### config.mk
export PLATFORM = sky130hd
export DESIGN_NAME = parametrised_in_flight_output_channel_tracker
export DESIGN_NICKNAME = d
export VERILOG_FILES = /design/src/rtl/parametrised_in_flight_output_channel_tracker.sv
export SDC_FILE = /design/constraint.sdc
export NUM_CORES = 1
export LEC_CHECK = 0
export ABC_AREA = 1
export BUFFER_PORTS_ARGS = -buffer_cell sky130_fd_sc_hd__buf_2
export CAP_MARGIN = 5
export CORE_MARGIN = 2
export CORE_UTILIZATION = 49
export DETAILED_ROUTE_END_ITERATION = 8
export PLACE_DENSITY = 0.83
export SKIP_LAST_GASP = 1
export SYNTH_ARGS = -nofsm -noshare
export SYNTH_HDL_FRONTEND = slang
export SYNTH_SLANG_ARGS = --single-unit
### constraint.sdc
create_clock -name clock -period 3.3 [get_ports clock]
set_input_delay 0.66 -clock clock [delete_from_list [all_inputs] [get_ports clock]]
set_output_delay 0.66 -clock clock [all_outputs]
set_load 0.05 [all_outputs]
### src/rtl/parametrised_in_flight_output_channel_tracker.sv
// Purpose:
//   Tracks, per output channel, how many issued instructions are still in the
//   pipeline and have not yet been enqueued into that channel's FIFO. These
//   in-flight counts are added to the live FIFO occupancy to give the issue
//   stage a precise per-channel "full" status.
//
// Ports:
//   clock, reset                        - system clock, synchronous active-high reset
//   output_channel_counts               - live FIFO occupancy, channel c at [c*COUNT_WIDTH +: COUNT_WIDTH]
//   issue_valid / issue_oci             - issuing instruction and its (multi-hot) destination channels
//   retire_valid / retire_oci           - instruction enqueuing into its FIFOs at this edge
//   squash                              - pipeline flush, discards every in-flight instruction
//   conservative_mode                   - any in-flight instruction marks its channel full
//   updated_output_channel_full_status  - per-channel full flag (combinational)
//   in_flight_counts                    - registered counters, channel c at [c*IN_FLIGHT_WIDTH +: IN_FLIGHT_WIDTH]
//   tracking_error                      - sticky overflow/underflow flag, cleared only by reset
module parametrised_in_flight_output_channel_tracker #(
  parameter int NUM_OUTPUT_CHANNELS = 4,
  parameter int FIFO_DEPTH          = 4,
  parameter int COUNT_WIDTH         = 3,
  parameter int MAX_IN_FLIGHT       = 3,
  parameter int IN_FLIGHT_WIDTH     = 2
) (
  input  logic                                         clock,
  input  logic                                         reset,
  input  logic [NUM_OUTPUT_CHANNELS*COUNT_WIDTH-1:0]     output_channel_counts,
  input  logic                                         issue_valid,
  input  logic [NUM_OUTPUT_CHANNELS-1:0]                 issue_oci,
  input  logic                                         retire_valid,
  input  logic [NUM_OUTPUT_CHANNELS-1:0]                 retire_oci,
  input  logic                                         squash,
  input  logic                                         conservative_mode,
  output logic [NUM_OUTPUT_CHANNELS-1:0]                 updated_output_channel_full_status,
  output logic [NUM_OUTPUT_CHANNELS*IN_FLIGHT_WIDTH-1:0] in_flight_counts,
  output logic                                         tracking_error
);

  // The sum of occupancy and in-flight count gets one extra bit over the
  // wider operand so it can never wrap before the depth comparison.
  localparam int SUM_WIDTH = ((COUNT_WIDTH > IN_FLIGHT_WIDTH) ? COUNT_WIDTH : IN_FLIGHT_WIDTH) + 1;

  localparam logic [SUM_WIDTH-1:0]       DEPTH_SUM = SUM_WIDTH'(FIFO_DEPTH);
  localparam logic [IN_FLIGHT_WIDTH-1:0] MAX_COUNT = IN_FLIGHT_WIDTH'(MAX_IN_FLIGHT);

  logic [NUM_OUTPUT_CHANNELS-1:0][IN_FLIGHT_WIDTH-1:0] in_flight_q, in_flight_d;
  logic                                                tracking_error_q, tracking_error_d;

  // Counter update. Squash gates both inc and dec, so a flush simply clears
  // every counter and can never raise an error. Simultaneous inc and dec on
  // a channel cancel out, including at the saturation limits.
  always_comb begin
    in_flight_d      = in_flight_q;
    tracking_error_d = tracking_error_q;
    for (int c = 0; c < NUM_OUTPUT_CHANNELS; c++) begin
      logic inc;
      logic dec;
      inc = issue_valid & issue_oci[c] & ~squash;
      dec = retire_valid & retire_oci[c] & ~squash;
      if (squash) begin
        in_flight_d[c] = '0;
      end else if (inc && !dec) begin
        if (in_flight_q[c] == MAX_COUNT) begin
          tracking_error_d = 1'b1;
        end else begin
          in_flight_d[c] = in_flight_q[c] + 1'b1;
        end
      end else if (dec && !inc) begin
        if (in_flight_q[c] == '0) begin
          tracking_error_d = 1'b1;
        end else begin
          in_flight_d[c] = in_flight_q[c] - 1'b1;
        end
      end
    end
  end

  always_ff @(posedge clock) begin
    if (reset) begin
      in_flight_q      <= '0;
      tracking_error_q <= 1'b0;
    end else begin
      in_flight_q      <= in_flight_d;
      tracking_error_q <= tracking_error_d;
    end
  end

  // Full status is purely combinational so that a FIFO dequeue or a mode
  // change is visible to the issue stage in the same cycle.
  always_comb begin
    updated_output_channel_full_status = '0;
    for (int c = 0; c < NUM_OUTPUT_CHANNELS; c++) begin
      logic [SUM_WIDTH-1:0] occ;
      logic [SUM_WIDTH-1:0] total;
      occ   = SUM_WIDTH'(output_channel_counts[c*COUNT_WIDTH +: COUNT_WIDTH]);
      total = occ + SUM_WIDTH'(in_flight_q[c]);
      if (conservative_mode) begin
        updated_output_channel_full_status[c] = (in_flight_q[c] != '0) | (occ >= DEPTH_SUM);
      end else begin
        updated_output_channel_full_status[c] = (total >= DEPTH_SUM);
      end
    end
  end

  assign in_flight_counts = in_flight_q;
  assign tracking_error   = tracking_error_q;

endmodule
==> summary.txt <==
Run status
  – Status: completed

Yosys
  – Synth Cell Area: approximately 860 µm²
  – Synth cell types: 13
  – Sequential area share after synthesis: 20.9%
  – Post-Syn Area per Cell: around 6 µm²
  – Synth Instances: ~140
  – Synth Warn #: 0
  – Syn_nets: roughly 180
  – FF+latch count, synth: 9

CTS
  – Reg clk slew, reported paths: 0.07 ns
  – Cts repair resizes: 0
  – Worst skew pair latency: 0.26 ns
  – Clk buf depth: 2
  – TritonCTS clock tree: built
  – Num CTS Buffers: 3
  – Setup Buffers After CTS: 0
  – CTS root buf: clkbuf_4
  – CTS H-tree depth: 1
  – Hold Buf Count CTS: 0
  – Sink Count: 9

Placement
  – DPL Wire Length: 1590 µm
  – Global placer's final weighted congestion: a little under 0.8
  – IO Port Bufs: 38

Routing
  – Post-route ant nets: 0
  – Initial drt markers: 10
  – TritonRoute pass-1 iters: 4
  – DRC: 0
  – Via density: 4.83
  – Routed WL per cell: 9.69 µm
  – DR vias: 975
  – Final wirelength: 1960 µm

Finish
  – Layout cell share with drive strength beyond 1: 26.5%
  – Commonest non-fill, non-tap cell in the layout: buf_2
  – Area of the multi-input gates: ~560 µm²
  – Area grow syn2layout: 27.6%
  – Diodes inserted: 0
  – Commonest non-fill, non-tap cells in the layout: buf_2 (38), inv_1 (30), nor2_1 (23), nand2_1 (21), nand3_1 (16)
  – Final-layout fill cell count: 166
  – Register area: 180 µm²
  – Nets: between 200 and 250
  – Fin util: approximately two thirds

Global route
  – Initial antenna violation count: 0
  – GRT Total Usage: roughly a fifth
  – GR peak layer: met2
  – Vias in the first global route: 819
  – First-pass GRT wire length: just over 3000 µm
  – M3 GR Usage: approximately 2.4%
  – GR Layer Usage met2: 36.7%
  – Largest net degree at the start of global routing: 10
  – Global route overflow: 0
  – M1 GR Usage: between 20% and 30%

Timing
  – Post-layout min period: roughly 2.2 ns
  – Final Max Slew Viols: 0
  – WHS: around 0.45 ns
  – Unrepaired setup endpoints after global routing: no
  – Setup TNS: 0 ns
  – FMAX: 0.445 GHz
  – Final hold vios: 0
  – Worst slew pin tran: roughly 0.26 ns
  – Clk_skew: 0.000365 ns
  – Period utilization: approximately 68%
  – Worst slew margin: roughly 83%
  – Endpoints failing setup: 0

Floorplan
  – Die H: ~46 µm
  – Core area: roughly 0.0017 mm²
  – Die area: about 0.0021 mm²
  – Die width: 45.9 µm
  – Initial Utilization: around half
  – I/O Pins: 39
  – Row count: 15

Critical path
  – Worst EP arrival: ~1.6 ns
  – Worst R2R Path Depth: 5
  – Worst-path fanout max: 1
  – Critical path endpoint category: primary output
  – CP Launch Type: primary input
  – Critical path class: in2out
  – WP data required: about 2.6 ns

Job
  – Max Cap Viol: 0

Pwr
  – IR drop worst, VDD: ~0.23 mV
  – Power Dens Cells: 293 mW/mm²
  – Post-route total power: ~320 µW
  – Leak: around 0.00069 µW

Min path
  – Min-delay worst type: reg2reg
  – Worst hold stages: 2
## logic make-up after synthesis
kind of cell / Yosys count / share of synthesized area [%]
fa+ha+maj: 12 / 17.4
buf+inv: 31 / 13.5
compound gates: 24 / 14.0
simple gates: 67 / 34.2
flops: 9 / 20.9
## worst max-delay path, stage by stage
cell,delay [ns]
buf_2,0.10
ha_1,0.28
nand3_1,0.08
nand2_1,0.05
a21oi_1,0.11
o21ai_0,0.09
buf_2,0.22
## layer usage
| metal | routed length, µm | share of wire, % |
|---|---|---|
| met3 | 72 | 3.7 |
| met5 | 0 | 0 |
| met1 | 923 | 47 |
| met2 | 944 | 48 |
| met4 | 16 | 0.82 |
## through the flow
step / cells / cell area [µm²] / worst slack, ns
2_1_floorplan: 143 / 861 / 0.677
3_3_place_gp: 198 / 1070 / 1.09
3_5_place_dp: 198 / 1070 / 1.04
4_1_cts: 202 / 1100 / 1.04
5_1_grt: 202 / 1100 / 0.926
6_report: 202 / 1100 / 1.05
## cell usage after synthesis
cell / number / area share [%]
nand2_1: 21 / 9.2
inv_2: 1 / 0.44
a21oi_1: 8 / 4.7
ha_1: 12 / 17
nand2_2: 3 / 2.2
nor2_4: 1 / 1.3
nor2_1: 23 / 10
dfxtp_1: 9 / 21
nor2_2: 3 / 2.2
o21ai_1: 4 / 2.3
inv_1: 30 / 13
o21ai_0: 12 / 7.0
nand3_1: 16 / 9.3
## power by group
group          total (µW)  switching, µW  internal, µW
sequential            120           6.63           113
combinational         108           72.0          36.3
clock                93.1           46.3          46.7
## state kept, by name (all words and copies together) (netlist names)
register,count
in_flight_counts,8
tracking_error,1
## cell type report
cell class,count,share of cell area [%]
multi-input combinational,103,51.4
clock buffer,4,2.39
sequential,9,16.4
tap,17,1.94
inverter,31,10.6
timing repair buffer,38,17.3
## path summary, 6_finish.rpt
kind / slack, ns / to / from
setup reg to reg: 2.28 / in_flight_counts[0] / in_flight_counts[0]
setup / recovery: 1.05 / updated_output_channel_full_status[1] / output_channel_counts[4]
hold reg to reg: 0.45 / tracking_error / tracking_error
hold / removal: 0.45 / tracking_error / tracking_error
(Power assumes the default switching activity.)
